### config.mk
export PLATFORM = sky130hd
export DESIGN_NAME = iob_ethmac_init_seq
export DESIGN_NICKNAME = d
export VERILOG_FILES = /design/src/rtl/iob_ethmac_seq_pkg.sv /design/src/rtl/iob_ethmac_seq_rom.sv /design/src/rtl/iob_ethmac_init_seq.sv
export SDC_FILE = /design/constraint.sdc
export NUM_CORES = 1
export LEC_CHECK = 0
export CAP_MARGIN = 30
export CORE_MARGIN = 10
export CORE_UTILIZATION = 40
export DETAILED_ROUTE_END_ITERATION = 8
export GPL_TIMING_DRIVEN = 0
export HOLD_SLACK_MARGIN = 0.06
export PLACE_DENSITY_LB_ADDON = 0.08
export SLEW_MARGIN = 20
export SYNTH_ARGS = -nofsm -noshare
export SYNTH_HDL_FRONTEND = slang
export SYNTH_SLANG_ARGS = --single-unit
### constraint.sdc
create_clock -name clk_i -period 2.7 [get_ports clk_i]
set_clock_uncertainty 0.1 [all_clocks]
set_input_delay 0.27 -clock clk_i [delete_from_list [all_inputs] [get_ports clk_i]]
set_output_delay 0.27 -clock clk_i [all_outputs]
set_load 0.1 [all_outputs]
### src/rtl/iob_ethmac_seq_pkg.sv
// ----------------------------------------------------------------------------
// iob_ethmac_seq_pkg
// Shared definitions for the ethmac bring-up sequencer:
//   - opcodes of the command program
//   - ethmac register offsets used by the default program
//   - command word layout {op, addr, data} and a helper that packs it
//   - FSM state encoding
// ----------------------------------------------------------------------------
package iob_ethmac_seq_pkg;

   // Command word field widths. The ethmac register map is 12-bit byte
   // addressed and its bus is 32 bits wide.
   localparam int OP_W       = 3;
   localparam int CMD_ADDR_W = 12;
   localparam int CMD_DATA_W = 32;
   localparam int CMD_W      = OP_W + CMD_ADDR_W + CMD_DATA_W;

   // Opcodes. Codes 5..7 are illegal and stop the program with an error.
   localparam logic [OP_W-1:0] OP_WR   = 3'd0;
   localparam logic [OP_W-1:0] OP_RD   = 3'd1;
   localparam logic [OP_W-1:0] OP_POLL = 3'd2;
   localparam logic [OP_W-1:0] OP_WIRQ = 3'd3;
   localparam logic [OP_W-1:0] OP_END  = 3'd4;

   // ethmac register offsets
   localparam logic [CMD_ADDR_W-1:0] REG_MODER      = 12'h000;
   localparam logic [CMD_ADDR_W-1:0] REG_INT_SOURCE = 12'h004;
   localparam logic [CMD_ADDR_W-1:0] REG_INT_MASK   = 12'h008;
   localparam logic [CMD_ADDR_W-1:0] REG_TX_BD0     = 12'h400;
   localparam logic [CMD_ADDR_W-1:0] REG_RX_BD0     = 12'h600;

   // One ROM entry. For POLL the data field is the bit mask to wait on.
   typedef struct packed {
      logic [OP_W-1:0]       op;
      logic [CMD_ADDR_W-1:0] addr;
      logic [CMD_DATA_W-1:0] data;
   } cmd_t;

   typedef enum logic [2:0] {
      ST_IDLE,
      ST_FETCH,
      ST_ISSUE,
      ST_WAIT_RSP,
      ST_CHECK,
      ST_WAIT_IRQ,
      ST_DONE,
      ST_ERR
   } state_e;

   function automatic cmd_t pack_cmd(input logic [OP_W-1:0]       op,
                                     input logic [CMD_ADDR_W-1:0] addr,
                                     input logic [CMD_DATA_W-1:0] data);
      cmd_t c;
      c.op   = op;
      c.addr = addr;
      c.data = data;
      return c;
   endfunction

endpackage

### src/rtl/iob_ethmac_seq_rom.sv
// ----------------------------------------------------------------------------
// iob_ethmac_seq_rom
// Synchronous command ROM holding the default ethmac bring-up program.
// Read latency is one clock: cmd_o reflects addr_i of the previous edge.
// Ports:
//   clk_i   in   1               system clock
//   addr_i  in   $clog2(N_CMD)   entry index (program counter)
//   cmd_o   out  cmd_t           registered command word
// Unused entries past the program hold END.
// ----------------------------------------------------------------------------
module iob_ethmac_seq_rom
   import iob_ethmac_seq_pkg::*;
#(
   parameter int N_CMD = 16
) (
   input  logic                     clk_i,
   input  logic [$clog2(N_CMD)-1:0] addr_i,
   output cmd_t                     cmd_o
);

   // MODER: loopback + full duplex, then RX/TX enable at entry 6.
   // BDs: RX BD0 gets buffer pointer then EMPTY|IRQ, TX BD0 likewise with
   // READY|IRQ. INT_MASK enables all sources, then wait for the frame.
   function automatic cmd_t rom_word(input int idx);
      case (idx)
         0:       return pack_cmd(OP_WR,   REG_MODER,            32'h0000_A080);
         1:       return pack_cmd(OP_WR,   REG_MODER,            32'h0000_A480);
         2:       return pack_cmd(OP_WR,   REG_RX_BD0 + 12'h004, 32'h0000_0080);
         3:       return pack_cmd(OP_WR,   REG_RX_BD0,           32'h0020_E000);
         4:       return pack_cmd(OP_WR,   REG_TX_BD0 + 12'h004, 32'h0000_0000);
         5:       return pack_cmd(OP_WR,   REG_TX_BD0,           32'h0020_F000);
         6:       return pack_cmd(OP_WR,   REG_MODER,            32'h0001_A4E3);
         7:       return pack_cmd(OP_WR,   REG_INT_MASK,         32'h0000_007F);
         8:       return pack_cmd(OP_WIRQ, '0,                   '0);
         9:       return pack_cmd(OP_WR,   REG_INT_SOURCE,       32'h0000_0001);
         10:      return pack_cmd(OP_POLL, REG_INT_SOURCE,       32'h0000_0004);
         11:      return pack_cmd(OP_RD,   REG_RX_BD0,           32'h0000_0000);
         default: return pack_cmd(OP_END,  '0,                   '0);
      endcase
   endfunction

   // NOTE: ROM data has no reset; its content is fixed and a reset would
   // only force the read register into flops with extra reset routing.
   always_ff @(posedge clk_i) begin
      cmd_o <= rom_word(int'(addr_i));
   end

endmodule

### src/rtl/iob_ethmac_init_seq.sv
// ----------------------------------------------------------------------------
// iob_ethmac_init_seq
// Bring-up sequencer driving the iob_ethmac native slave port. On start_i it
// executes the command program in iob_ethmac_seq_rom (writes, reads, bit
// polls and IRQ waits) and finishes in done_o, or in error_o on a timeout,
// an illegal opcode or running off the end of the ROM.
// Ports:
//   clk_i, arst_n_i     clock, asynchronous active-low reset
//   start_i             start pulse, honoured only in IDLE
//   busy_o              program running
//   done_o / error_o    sticky completion flags, cleared by start_i
//   err_pc_o            pc of the failing command
//   last_rdata_o        data of the latest RD/POLL response
//   m_valid_o, m_address_o, m_wdata_o, m_wstrb_o   iob request (wstrb=0: read)
//   m_rdata_i, m_ready_i                           iob response
//   irq_i               ethmac interrupt level
// ----------------------------------------------------------------------------
module iob_ethmac_init_seq
   import iob_ethmac_seq_pkg::*;
#(
   parameter int ADDR_W    = CMD_ADDR_W,
   parameter int DATA_W    = CMD_DATA_W,
   parameter int N_CMD     = 16,
   parameter int TIMEOUT_W = 16
) (
   input  logic                     clk_i,
   input  logic                     arst_n_i,
   input  logic                     start_i,
   output logic                     busy_o,
   output logic                     done_o,
   output logic                     error_o,
   output logic [$clog2(N_CMD)-1:0] err_pc_o,
   output logic [DATA_W-1:0]        last_rdata_o,
   output logic                     m_valid_o,
   output logic [ADDR_W-1:0]        m_address_o,
   output logic [DATA_W-1:0]        m_wdata_o,
   output logic [DATA_W/8-1:0]      m_wstrb_o,
   input  logic [DATA_W-1:0]        m_rdata_i,
   input  logic                     m_ready_i,
   input  logic                     irq_i
);

   localparam int PC_W = $clog2(N_CMD);

   state_e                state_q, state_d;
   logic [PC_W-1:0]       pc_q, pc_d;
   logic [OP_W-1:0]       op_q, op_d;
   logic [TIMEOUT_W-1:0]  tmo_q, tmo_d;
   logic                  done_q, done_d;
   logic                  error_q, error_d;
   logic [PC_W-1:0]       err_pc_q, err_pc_d;
   logic [DATA_W-1:0]     last_rdata_q, last_rdata_d;
   logic [ADDR_W-1:0]     addr_q, addr_d;
   logic [DATA_W-1:0]     wdata_q, wdata_d;
   cmd_t                  rom_cmd;

   logic                  tmo_full;
   logic                  rsp_done;
   logic                  advance;
   logic                  fail;

   // The ROM is addressed with next-cycle pc so the entry is already on
   // rom_cmd during FETCH.
   iob_ethmac_seq_rom #(
      .N_CMD (N_CMD)
   ) u_rom (
      .clk_i  (clk_i),
      .addr_i (pc_d),
      .cmd_o  (rom_cmd)
   );

   assign tmo_full = &tmo_q;

   // NOTE: every signal written here gets a default first, so no path can
   // leave one unassigned and infer a latch.
   always_comb begin
      state_d      = state_q;
      pc_d         = pc_q;
      op_d         = op_q;
      tmo_d        = tmo_q;
      done_d       = done_q;
      error_d      = error_q;
      err_pc_d     = err_pc_q;
      last_rdata_d = last_rdata_q;
      addr_d       = addr_q;
      wdata_d      = wdata_q;
      m_valid_o    = 1'b0;
      m_wstrb_o    = '0;
      rsp_done     = 1'b0;
      advance      = 1'b0;
      fail         = 1'b0;

      case (state_q)
         ST_IDLE: begin
            if (start_i) begin
               state_d = ST_FETCH;
               pc_d    = '0;
               done_d  = 1'b0;
               error_d = 1'b0;
            end
         end

         ST_FETCH: begin
            op_d  = rom_cmd.op;
            tmo_d = '0;
            if (pc_q == PC_W'(N_CMD - 1) && rom_cmd.op != OP_END) begin
               // Last entry must be END; the program never wraps to 0.
               fail = 1'b1;
            end else begin
               case (rom_cmd.op)
                  OP_WR, OP_RD, OP_POLL: begin
                     // Bus address/data only change here, so they stay
                     // stable across WIRQ/END entries until the next issue.
                     addr_d  = rom_cmd.addr;
                     wdata_d = rom_cmd.data;
                     state_d = ST_ISSUE;
                  end
                  OP_WIRQ: state_d = ST_WAIT_IRQ;
                  OP_END: begin
                     state_d = ST_DONE;
                     done_d  = 1'b1;
                  end
                  default: fail = 1'b1;
               endcase
            end
         end

         ST_ISSUE: begin
            m_valid_o = 1'b1;
            if (op_q == OP_WR) m_wstrb_o = '1;
            if (m_ready_i) begin
               rsp_done = 1'b1;
            end else begin
               state_d = ST_WAIT_RSP;
               // A first issue starts from a cleared counter; only a poll
               // retry (counter already running) keeps counting. Saturate
               // so WAIT_RSP still sees the expiry.
               if (tmo_q != '0 && !tmo_full) tmo_d = tmo_q + 1'b1;
            end
         end

         ST_WAIT_RSP: begin
            if (m_ready_i)     rsp_done = 1'b1;
            else if (tmo_full) fail     = 1'b1;
            else               tmo_d    = tmo_q + 1'b1;
         end

         ST_CHECK: begin
            // For POLL the data field (held in wdata_q) is the mask.
            if ((last_rdata_q & wdata_q) != '0) begin
               advance = 1'b1;
            end else if (tmo_full) begin
               fail = 1'b1;
            end else begin
               state_d = ST_ISSUE;
               tmo_d   = tmo_q + 1'b1;
            end
         end

         ST_WAIT_IRQ: begin
            if (irq_i)         advance = 1'b1;
            else if (tmo_full) fail    = 1'b1;
            else               tmo_d   = tmo_q + 1'b1;
         end

         ST_DONE, ST_ERR: state_d = ST_IDLE;

         default: state_d = ST_IDLE;
      endcase

      if (rsp_done) begin
         if (op_q != OP_WR) last_rdata_d = m_rdata_i;
         if (op_q == OP_POLL) state_d = ST_CHECK;
         else                 advance = 1'b1;
      end

      if (advance) begin
         pc_d    = pc_q + 1'b1;
         state_d = ST_FETCH;
      end

      if (fail) begin
         state_d  = ST_ERR;
         error_d  = 1'b1;
         err_pc_d = pc_q;
      end
   end

   // NOTE: sequential state uses non-blocking assignments so every register
   // samples the pre-edge values regardless of statement order.
   always_ff @(posedge clk_i or negedge arst_n_i) begin
      if (!arst_n_i) begin
         state_q      <= ST_IDLE;
         pc_q         <= '0;
         op_q         <= OP_WR;
         tmo_q        <= '0;
         done_q       <= 1'b0;
         error_q      <= 1'b0;
         err_pc_q     <= '0;
         last_rdata_q <= '0;
         addr_q       <= '0;
         wdata_q      <= '0;
      end else begin
         state_q      <= state_d;
         pc_q         <= pc_d;
         op_q         <= op_d;
         tmo_q        <= tmo_d;
         done_q       <= done_d;
         error_q      <= error_d;
         err_pc_q     <= err_pc_d;
         last_rdata_q <= last_rdata_d;
         addr_q       <= addr_d;
         wdata_q      <= wdata_d;
      end
   end

   assign busy_o       = (state_q == ST_FETCH)    || (state_q == ST_ISSUE) ||
                         (state_q == ST_WAIT_RSP) || (state_q == ST_CHECK) ||
                         (state_q == ST_WAIT_IRQ);
   assign done_o       = done_q;
   assign error_o      = error_q;
   assign err_pc_o     = err_pc_q;
   assign last_rdata_o = last_rdata_q;
   assign m_address_o  = addr_q;
   assign m_wdata_o    = wdata_q;

endmodule
### Yosys cells after proc, flatten, opt, wreduce, memory -nomap -nowiden

Memory sizes are Yosys's and may differ from the RTL's. A register that Yosys moved wholly into a read port is not among the register bits.
Cells that the tools add are included.

* output and inout port bits: 88
* bits of input ports: 37
* bits in read-only memories: 352
* register bits after elaboration: 152
* logic and storage cells: 110
* memories: 1

Memory list
* (no name shown): depth 16, bits a word 22, read ports 1, clocked after memory_dff 1, write ports 0, line iob_ethmac_seq_rom.sv:25 `case (idx)`

* equality and inequality tests: 22
* bitwise operators: 2
* reductions and logical operators: 27
* add/sub/neg operators: 2
* multiplexer cells: 44

Operators with widths (number)
* $mux W16: 6
* $pmux W16 S5: 1
* $and A32 B32 Y32: 1
* $reduce_bool A32 Y1: 1
* $mux W3: 9
* $mux W4: 5
* $mux W1: 18
* $add A16 B1 Y16 const B: 1
* $reduce_and A16 Y1: 1
* $reduce_bool A16 Y1: 1
* $eq A3 B2 Y1 const B: 5
* $eq A3 B3 Y1 const B: 5
* $pmux W3 S5: 1
* $ne A2 B2 Y1 const B: 7
* $logic_not A3 Y1: 3
* $pmux W3 S3: 1
* $eq A3 B1 Y1 const B: 2
* $reduce_and A6 Y1: 1
* $reduce_bool A2 Y1: 3
* $reduce_bool A5 Y1: 1
* $reduce_or A5 Y1: 1
* $add A4 B1 Y4 const B: 1
* $eq A4 B4 Y1 const B: 1
* $logic_or A1 B1 Y1: 4
* 13 further kinds: 17

### Longest topological paths before layout

* depth after elaboration: 9
* depth in mapped cells: 12
* gate-level depth less buffers: 11

### Cells and area by module

Synthesis repeated with hierarchy kept, for this count alone.

* cells, all modules: 522
* area total of the unflattened synthesis: 6062.1 um^2

By module, submodules not included
* iob_ethmac_init_seq: cells an instance 435, instances 1, seq. area each 2702.6 um^2, area an instance 5212.5 um^2
* iob_ethmac_seq_rom: cells an instance 87, instances 1, seq. area each 320.3 um^2, area an instance 849.6 um^2

### Worst setup path after synthesis

OpenSTA, ideal clock, no wires.

* path kind: register to output
* from: register state_q[0]
* to: output port m_wstrb_o[1]
* arrival time: 4.547 ns
* cell stages (with the launch flop): 6
* slack: -2.217 ns
* buffers on the path: 2
* required time: 2.330 ns
* cell sequence: dfrtp_1 -> buf_1 -> nor2_1 -> nand2_1 -> nor4_1 -> buf_4

* longest elaborated chain between the ends: 2

Ends and longest elaborated chain
* start, declared: line iob_ethmac_init_seq.sv:45 `state_e state_q, state_d;`
* start signal, assigned: line iob_ethmac_init_seq.sv:204 `state_q <= state_d;`
* $eq A3 B2 Y1: line iob_ethmac_init_seq.sv:93 `case (state_q)`
* $mux W4: line iob_ethmac_init_seq.sv:93
* end, declared: line iob_ethmac_init_seq.sv:37 `output logic [DATA_W/8-1:0] m_wstrb_o,`

Every way passes these cells.

### Worst setup path in the final report

* from: register wdata_q[6] (netlist: m_wdata_o[6])
* to: register u_rom.cmd_o[42] (netlist name)

* longest elaborated chain between the ends: 7

Ends and longest elaborated chain
* start, declared: line iob_ethmac_init_seq.sv:54 `logic [DATA_W-1:0] wdata_q, wdata_d;`
* start signal, assigned: line iob_ethmac_init_seq.sv:213 `wdata_q <= wdata_d;`
* $and A32 B32 Y32 *: line iob_ethmac_init_seq.sv:150 `if ((last_rdata_q & wdata_q) != '0) begin`
* $reduce_bool A32 Y1 *: line iob_ethmac_init_seq.sv:150
* $mux W1 *: line iob_ethmac_init_seq.sv:150
* $pmux W1 S2 *: line iob_ethmac_init_seq.sv:93
* $mux W1: line iob_ethmac_init_seq.sv:173 `if (op_q == OP_POLL) state_d = ST_CHECK;`
* $mux W1 *: line iob_ethmac_init_seq.sv:171 `if (rsp_done) begin`
* $mux W4 *: line iob_ethmac_init_seq.sv:177 `if (advance) begin`
* net pc_d[2]: line iob_ethmac_init_seq.sv:46 `logic [PC_W-1:0] pc_q, pc_d;`

The timed path passes the listed nets; every way through them passes the cells marked *.
A chain may end at the register's enable or synchronous reset.

==> results.sh <==
export IMPL_status="finished, final reports clean"
export IMPL_fin_nets=620
export IMPL_synth_top_area_share_pct=42.1
export IMPL_grt_antenna_before_repair=0
export IMPL_ff2ff_path_depth=11
export IMPL_synth_top_family_by_area="multiplexers"
export IMPL_die_y_um=127
export IMPL_die_area_mm2=0.0161
export IMPL_grt_max_degree=45
export IMPL_yosysTopAreaCell="dfrtp_1"
export IMPL_routedWlPerCell_um=17.1
export IMPL_gp_congestion=0.853
export IMPL_drt_total_wl_mm=12.2
export IMPL_layout_drive_gt1_share_pct=34.1
export IMPL_grt_pass1_vias=3598
export IMPL_critical_path_endpoint="u_rom.cmd_o[42]$_DFF_P_"
export IMPL_vias_per_cell=4.99
export IMPL_maxCapViolCount=0
export IMPL_path_clk_slew_ns=0.07
export IMPL_fp_dieW_um=127
export IMPL_dp_cells=685
export IMPL_synth_most_common_cell="dfrtp_1"
export IMPL_route_detailed_drc=0
export IMPL_io_buffers=99
export IMPL_crit_fanout=4
export IMPL_synth_warning_count=0
export IMPL_route_vias_total=3569
export IMPL_whs_ns=0.361
export IMPL_drt_antenna_violating_nets=0
export IMPL_dp_hpwl_mm=9.18
export IMPL_rsz0062_at_grt="yes"
export IMPL_synth_xor_area_share_pct=1.34
export IMPL_rows=38
export IMPL_fill_cells=960
export IMPL_synth_adder_area_share_pct=3.56
export IMPL_core_area_mm2=0.0110
export IMPL_ioPinCount=125
export IMPL_synth_edf_count=0
export IMPL_timing_rr_end="u_rom.cmd_o[42]$_DFF_P_"
export IMPL_hold_viol=0
export IMPL_synth_compound_area_share_pct=11.7
export IMPL_cts_max_level=3
export IMPL_fin_crit_sh_pct=99.0
export IMPL_clockRootBuffer="clkbuf_16"
export IMPL_syn_area_mm2=0.00457
export IMPL_first_iter_violations=206
export IMPL_yosys_area_share_simple_pct=13.2
export IMPL_crit_start="m_wdata_o[6]$_DFFE_PN0P_"
export IMPL_grt_pass1_wl_mm=19.6
export IMPL_cts_num_sinks=93
export IMPL_final_max_slew_viol_count=0
export IMPL_area_growth_pct=42.3
export IMPL_synth_ff_type="dfrtp_1"
export IMPL_timing_rr_start="m_wdata_o[6]$_DFFE_PN0P_"
export IMPL_insertion_delay_ns=0.34
export IMPL_min_period_ns=2.67
export IMPL_synthMuxAreaShare_pct=13.2
export IMPL_netlist_instances=421
export IMPL_ff2ff_setup_slack_ns=0.03
export IMPL_synthTopCellsByArea="dfrtp_1, mux2_2, dfxtp_1"
export IMPL_tightest_slew_ns=1.04
export IMPL_overflow=0
export IMPL_diodes=0
export IMPL_synthTopCellsByCount="dfrtp_1, mux2_2, buf_4, nor2_1, o21ai_0"
export IMPL_cp_arrival_ns=2.81
export IMPL_cp_start_kind="register"
export IMPL_ys_types=57
export IMPL_max_freq_mhz=374
export IMPL_ys_async_sr_fraction_pct=82.8
export IMPL_layoutNonFillerInstCount=715
export IMPL_required_ns=2.83
export IMPL_cts_tree="built"
export IMPL_slew_headroom_pct=30.4
export IMPL_initial_core_util_pct=41.5
export IMPL_grt_usage_pct=14.8
export IMPL_cts_buffer_depth=2
export IMPL_path_class="register to register"
export IMPL_avgSynthCellArea_um2=10.9
export IMPL_synth_seq_cells=93
export IMPL_cts_made_buffers=9
export IMPL_critPathCaptureType="register"
export IMPL_dr_pass1_iters=4
export IMPL_setup_tns_ns=0
export IMPL_hold_path_class="register to register"
export IMPL_ys_seq_area_share_pct=49.1
export IMPL_setup_viol=0
-- flip-flops by register name, summed over array words and instances (netlist names) --
name / count
last_rdata_o: 32
tmo_q: 16
u_rom.cmd_o: 16
m_wdata_o: 9
err_pc_o: 4
m_address_o: 4
pc_q: 4
op_q: 3
state_q: 3
done_o: 1
error_o: 1
-- worst min-delay path by stage --
stage	cells past startpoint	to	from
floorplan	0	done_o$_DFFE_PN0P_	arst_n_i
global placement	1	m_wdata_o[12]$_DFFE_PN0P_	u_rom.cmd_o[12]$_SDFF_PP0_
detailed placement	1	last_rdata_o[8]$_DFFE_PN0P_	arst_n_i
CTS	1	m_wdata_o[15]$_DFFE_PN0P_	u_rom.cmd_o[15]$_SDFF_PN0_
global route	1	m_address_o[3]$_DFFE_PN0P_	u_rom.cmd_o[35]$_SDFF_PN0_
finish	1	m_address_o[3]$_DFFE_PN0P_	u_rom.cmd_o[35]$_SDFF_PN0_
-- per-stage QoR --
stage,setup slack [ns],utilization (%),cell area [um2]
4_1_cts,-0.00905,57.9,6380
6_report,0.0276,59.0,6510
2_1_floorplan,-0.0292,-,4750
3_3_place_gp,-2.18,53.6,5920
3_5_place_dp,-0.543,53.9,5940
5_1_grt,-0.120,59.0,6510
-- final cells by class --
class	instances	area [um2]	share of cell area [%]
multi-input combinational	291	2240	34.4
clock buffer	9	225	3.46
sequential	93	2280	35.1
buffer	47	342	5.25
clock inverter	7	80.1	1.23
tap	140	175	2.69
timing repair buffer	114	1110	17.1
inverter	14	55.1	0.846
-- critical path: stages (launching register included) --
cell and delay [ns]:
dfrtp_4 0.48, a222oi_1 0.36, nand3_1 0.16, buf_4 0.16, o211ai_1 0.15, buf_4 0.17
buf_4 0.11, a22oi_2 0.08, a31oi_4 0.23, inv_2 0.08, ha_1 0.28, a22o_1 0.21
-- routing by layer --
layer	vias to the layer above	share of wire (%)	GRT usage, %
met4	0	1.2	4.49
met5	-	0	0
li1	1754	-	-
met2	76	51	25.2
met1	1729	42	17.4
met3	10	5.4	4.71
-- what timing repair did --
action	CTS	global route
buffers inserted	8	5
endpoints found under the hold margin	43	0
gates cloned	0	0
gates resized for setup	33	37
pin swaps	4	8
endpoints found under the setup margin	39	39
hold buffers	1	0
-- cell usage in the layout, fill, tap and decap left out, types with 5 or more instances in the layout --
| cell | synthesis | layout |
|---|---|---|
| o31ai_1 | 6 | 6 |
| xor2_1 | 5 | 5 |
| nand2_1 | 14 | 11 |
| ha_1 | 13 | 9 |
| mux2_2 | 52 | 52 |
| nand4_1 | 9 | 9 |
| buf_4 | 34 | 46 |
| dfrtp_1 | 77 | 51 |
| clkbuf_1 | 11 | 5 |
| conb_1 | 1 | 25 |
| a21oi_1 | 10 | 7 |
| nor2_1 | 32 | 30 |
| nand2b_1 | 7 | 7 |
| dfxtp_1 | 16 | 16 |
| nor3_1 | 7 | 5 |
| dfrtp_2 | 0 | 25 |
| o21ai_0 | 27 | 24 |
| buf_6 | 0 | 5 |
| clkbuf_16 | 0 | 9 |
| nand3_1 | 20 | 19 |
| clkdlybuf4s50_1 | 0 | 92 |
| inv_1 | 14 | 11 |
-- cell families after synthesis --
logic type,Yosys count
buffers and inverters,61
flip-flops,93
AND/OR/NAND/NOR,114
AO/OA/AOI/OAI,78
other,1
adder cells (fa/ha/maj),13
XOR/XNOR,7
multiplexers,54
Power is left out: the tool's default activity adds up to more than one toggle a clock period on the data nets, which glitch-free logic cannot reach.
